File: config.mk
export PLATFORM = sky130hd
export DESIGN_NAME = combinational_logic
export DESIGN_NICKNAME = d
export VERILOG_FILES = /design/src/rtl/combinational_logic_pkg.sv /design/src/rtl/combinational_logic.sv
export SDC_FILE = /design/constraint.sdc
export NUM_CORES = 1
export LEC_CHECK = 0
export CAP_MARGIN = 20
export CORE_MARGIN = 2
export CORE_UTILIZATION = 30
export DETAILED_ROUTE_END_ITERATION = 8
export GPL_TIMING_DRIVEN = 0
export PLACE_DENSITY = 0.72
export REMOVE_ABC_BUFFERS = 1
export SLEW_MARGIN = 10
export SYNTH_ARGS = -nofsm -noshare
export SYNTH_HDL_FRONTEND = slang
export SYNTH_SLANG_ARGS = --single-unit
File: constraint.sdc
create_clock -name clk -period 1.1 [get_ports clk]
set_input_delay 0.22 -clock clk [delete_from_list [all_inputs] [get_ports clk]]
set_output_delay 0.22 -clock clk [all_outputs]
set_load 0.01 [all_outputs]
File: src/rtl/combinational_logic_pkg.sv
// Shared constants and types for the configurable 3-input Boolean function unit.
package combinational_logic_pkg;

   localparam int unsigned TT_W  = 8;
   localparam int unsigned IDX_W = 3;

   typedef logic [TT_W-1:0]  tt_t;
   typedef logic [IDX_W-1:0] idx_t;

   // F = sum of minterms 1,2,4,6
   localparam tt_t TT_DEFAULT = 8'b0101_0110;

   function automatic logic tt_lookup(input tt_t table_i, input idx_t idx_i);
      return table_i[idx_i];
   endfunction

endpackage

File: src/rtl/combinational_logic.sv
// Reprogrammable 3-input lookup: F = tt[{A,B,C}], with a registered copy F_q.
module combinational_logic
   import combinational_logic_pkg::*;
#(
   parameter tt_t DEFAULT_TT = TT_DEFAULT
) (
   input  logic             clk,
   input  logic             rst,
   input  logic             A,
   input  logic             B,
   input  logic             C,
   input  logic             tt_we,
   input  logic [TT_W-1:0]  tt_wdata,
   output logic             F,
   output logic             F_q,
   output logic [IDX_W-1:0] minterm,
   output logic [TT_W-1:0]  tt
);

   tt_t  r_tt;
   logic r_f_q;
   idx_t w_minterm;
   logic w_f;

   // Output is held low during reset even though the table is still live.
   always_comb begin
      w_minterm = {A, B, C};
      w_f       = 1'b0;
      if (!rst) begin
         w_f = tt_lookup(r_tt, w_minterm);
      end
   end

   always_ff @(posedge clk) begin
      if (rst) begin
         r_tt  <= DEFAULT_TT;
         r_f_q <= 1'b0;
      end else begin
         if (tt_we) begin
            r_tt <= tt_wdata;
         end
         r_f_q <= w_f;
      end
   end

   assign F       = w_f;
   assign F_q     = r_f_q;
   assign minterm = w_minterm;
   assign tt      = r_tt;

endmodule

* After elaboration in Yosys (flattened, before gate mapping)
Cells that the tools add are included.
Word-level totals: logic and storage cells 6, output and inout port bits 13, input bits 14, register bits after elaboration 9
Operators by class: mux-type cells 3, magnitude comparators 1
Operators by type and width (count):
- $lt A3 B4 Y1 const B | 1
- $bmux W1 S3 | 1
- $mux W1 | 2

* Longest topological paths before layout
Gate-level depths: netlist of the first run.
word-level depth 3, mapped depth 3, gate-level depth less buffers 3

* Worst setup path before layout of the first run
Ideal clock, no wire load.
path type register to output, start reg r_tt[0], in the netlist tt[0], end out F, required time 0.880 ns, path buffers 0, setup slack -0.142 ns, stages on the path, launching flop included 4, data arrival time 1.022 ns, path through dfxtp_1 -> mux2i_1 -> a21o_1 -> a311oi_1
On the way: word-level cells in the longest chain between the ends 3
RTL lines:
- from (decl) | line combinational_logic.sv:20 | tt_t r_tt;
- from (signal assigned) | line combinational_logic.sv:40 | r_tt <= tt_wdata;
- $bmux W1 S3 | line combinational_logic_pkg.sv:14 | return table_i[idx_i];
- $mux W1 (not written as such) | line combinational_logic_pkg.sv:14
- $mux W1 | line combinational_logic.sv:29 | if (!rst) begin
- to (decl) | line combinational_logic.sv:14 | output logic F,
Every way passes these cells. The select of a mux whose other input is x is not followed.

* Final worst setup path of the first run
start reg r_tt[7], in the netlist tt[7], end out F
Same word-level chain as after synthesis.

==> flow_metrics.tcl, run 1 <==
set metrics [dict create \
    n_antenna_cell 0 \
    yosysTopAreaCellShare_pct 44.4 \
    crit_fanout 2 \
    final-instance-count-excl-fill 85 \
    timing.max_cap.violations 0 \
    detail_route.drc_violations 0 \
    combinational_family_with_the_most_area_after_synthesis "multiplexers" \
    placement.io_buffers 26 \
    critPathBufInv 1 \
    synth_area_per_cell_um2 10.4 \
    crit_required_ns 0.88 \
    placed_cells_incl_taps 75 \
    worst_setup_path_start_kind "flip-flop" \
    pwr_density_cell_nw_per_um2 1180 \
    ys_seq_area_share_pct 44.4 \
    clock_root_buffer "sky130_fd_sc_hd__clkbuf_4" \
    drt_pre_antenna_iters 2 \
    syn-cell-area_um2 405 \
    worst_r2r_startpoint "tt[7]" \
    layout.core_utilization_pct 54.3 \
    hold_viol 0 \
    fin_nets 85 \
    hold-path-endpoint "F_q" \
    place_hpwl_um 697 \
    grt_pass1_vias 313 \
    post_synth_inst_count 39 \
    grt_overflow 0 \
    post_cts_hold_buffer_count 0 \
    worst_r2r_path_depth 7 \
    timing.final.max_slew_violations 0 \
    layout_worst_path_cycle_share_pct 145 \
    ys_ff_latch 9 \
    critical_path_arrival_ns 1.37 \
    max_stage_delay_ns 0.46 \
    vias_per_cell 4.61 \
    synth.largest_area_cell "sky130_fd_sc_hd__dfxtp_1" \
    hold_depth 2 \
    netlist_top_cells_count "9 x sky130_fd_sc_hd__dfxtp_1, 6 x sky130_fd_sc_hd__mux2i_1, 6 x sky130_fd_sc_hd__nor2_1, 4 x sky130_fd_sc_hd__a211o_1, 4 x sky130_fd_sc_hd__nor2b_1" \
    fin_tns_setup_ns -0.821 \
    worstSetupPathType "flip-flop to output pin" \
    antenna_found_initial 0 \
    count_of_antenna_violating_nets_left_after_detailed_routing 0 \
    yosysWarningCount 0 \
    yosysMostFrequentCell "sky130_fd_sc_hd__dfxtp_1" \
    violated_checks "negative setup slack" \
    critical_path.cell_chain "mux4_2, nor2_2, a311oi_2, buf_2" \
    worst_hold_path_type "input pin to flip-flop" \
    drt-total-wl_mm 1.00 \
    top_flip_flop_cell_by_instance_count_after_synthesis "sky130_fd_sc_hd__dfxtp_1" \
    post_synth_and_or_nand_nor_area_fraction_pct 11.7 \
    setup_viol_count_final 2 \
    cts_buffers 3 \
    maxClockFrequency_mhz 628 \
    cts_max_path_buffers 2 \
    worst_clock_skew_ns 0.00426 \
    chipHeight_um 40.8 \
    die_width_um 40.8 \
    top_level_ports 27 \
    power.ir.vdd_worst_mv 0.626 \
    regToRegSetupSlack_ns -0.33 \
    globalplace.congestion 0.623 \
    post-route-min-period_ns 1.59 \
    cp_slowest_cell "sky130_fd_sc_hd__mux4_2" \
    synth_xor_xnor_area_share_pct 0 \
    grt_max_degree 13 \
    asyncSetResetFlopFracSynth_pct 0 \
    post_route_cells_drive_above_1_share_pct 37.1 \
    setup.worst_path.end_class "output pin" \
    number_of_enable_flip_flop_cells_after_synthesis 0 \
    post_route_total_power_mw 0.820 \
    synthMuxAreaShare_pct 20.4 \
    core-area_um2 1280 \
    grt_use_total_pct 11.9 \
    core.rowCount 13 \
    grt_first_pass_wirelength_mm 1.27 \
    cellLeakagePower_nw 0.335 \
    max-slew-margin-rel_pct 66.6 \
    worstReg2RegEnd "F_q" \
    yosysUniqueCellTypes 12 \
    place_worst_setup_slack_ns -1.13 \
    final_critical_path_setup_slack_ns -0.491 \
    clock_insertion_delay_worst_skew_ns 0.26 \
    cts.clk_slew.worst_paths_ns 0.06 \
    total_vias_in_the_final_route 392 \
    cts.htree.levels 1 \
    tightestPinTransition_ns 0.501 \
    synth.area.top_cells "sky130_fd_sc_hd__dfxtp_1 44%, sky130_fd_sc_hd__mux2i_1 15%, sky130_fd_sc_hd__a211o_1 8.6%, sky130_fd_sc_hd__nor2b_1 6.2%, sky130_fd_sc_hd__buf_4 5.6%" \
    floorplan.initialDensity_pct 31.5 \
    yosys.area_share.adder_pct 0 \
    rsz_0062_raised_after_global_routing "true" \
    number_of_drc_markers_after_the_initial_detailed_route_iteration 2 \
    filler_cell_count 125 \
    die_area_um2 1660 \
    wl_per_cell_um 11.8 \
    area_growth_syn_to_layout_pct 72.2 \
    cell_class_contributing_the_biggest_share_of_worst_path_delay "multiplexers" \
    status "complete, but fails checks" \
    synth_compound_gate_area_share_pct 14.8 \
    cts_num_sinks 9 \
    cts_tree "yes" \
    min-delay-start "B" \
]
[where the power goes]
group | total (mW) | leakage [nW] | internal (mW) | switching [mW]
clock | 0.255 | 0.0177 | 0.134 | 0.120
combinational | 0.203 | 0.241 | 0.122 | 0.0807
sequential | 0.363 | 0.0756 | 0.350 | 0.0129
[worst register-to-register path, stage by stage (launching register included)]
cell and delay (ns):
sky130_fd_sc_hd__dfxtp_2 0.32, sky130_fd_sc_hd__mux4_2 0.46, sky130_fd_sc_hd__nor2_2 0.12, sky130_fd_sc_hd__buf_4 0.12, sky130_fd_sc_hd__buf_6 0.08, sky130_fd_sc_hd__buf_6 0.08
sky130_fd_sc_hd__buf_6 0.08, sky130_fd_sc_hd__a311oi_1 0.04
[final cells by class]
cell class,instances,area [um^2],area share [%]
clock buffer,3,22.5,3.23
clock inverter,1,5.00,0.717
inverter,1,3.75,0.538
multi-input combinational,24,199,28.5
sequential,9,185,26.5
tap,15,18.8,2.69
timing repair buffer,32,264,37.8
[cell usage in the layout, fill, tap and decap left out, types with 4 or more instances in the layout]
master | synthesis | layout
sky130_fd_sc_hd__mux2i_1 | 6 | 6
sky130_fd_sc_hd__clkdlybuf4s50_1 | 0 | 9
sky130_fd_sc_hd__dfxtp_1 | 9 | 5
sky130_fd_sc_hd__buf_2 | 1 | 4
sky130_fd_sc_hd__nor2b_1 | 4 | 4
sky130_fd_sc_hd__nor2_1 | 6 | 5
sky130_fd_sc_hd__dlygate4sd2_1 | 0 | 6
sky130_fd_sc_hd__a211o_1 | 4 | 4
sky130_fd_sc_hd__dfxtp_2 | 0 | 4
sky130_fd_sc_hd__clkbuf_2 | 0 | 5
[per-stage QoR]
stage	instance area (um^2)	hold WS (ns)
floorplan	374	0.292
global placement	653	0.509
detailed placement	653	0.515
CTS	716	0.387
global route	698	0.278
finish	698	0.256
[registers in the layout, summed over array words and instances, names as in the netlist]
signal / cells
tt: 8
F_q: 1
[worst max-delay path by stage]
stage	slack [ns]	cells after the start	startpoint	endpoint
after CTS	-0.51	4	tt[7]	F
after global routing	-0.53	4	tt[7]	F
after floorplan	-0.14	3	tt[0]	F
final	-0.49	4	tt[7]	F
after global placement	-1.12	5	B	F
after detailed placement	-1.13	5	B	F
[timing repair]
item,in CTS,in global routing
endpoints found under the hold margin,0,0
setup endpoints to repair,22,8
pin swaps,2,1
buffers inserted,7,0
resized for setup,44,7
[per-layer routing]
layer,GRT usage [%],wire length [um]
met1,13.2,422
met2,19.8,516
met3,4.89,62
met4,5.00,0
met5,0,0
[logic make-up after synthesis]
group                  after synthesis
AND/OR/NAND/NOR                     10
buffers and inverters                6
AO/OA/AOI/OAI                        7
flip-flops                           9
multiplexers                         7
Note: power is estimated with default switching activity, not from simulation.
==> run 2, diff against run 1 <==
--- a/config.mk
+++ b/config.mk
@@ -5,6 +5,7 @@
 export SDC_FILE = /design/constraint.sdc
 export NUM_CORES = 1
 export LEC_CHECK = 0
+export ABC_CLOCK_PERIOD_IN_PS = 1100
 export CAP_MARGIN = 20
 export CORE_MARGIN = 2
 export CORE_UTILIZATION = 30
==> results of run 2 <==
Final layout, timing and power as in run 1 (identical DEF).
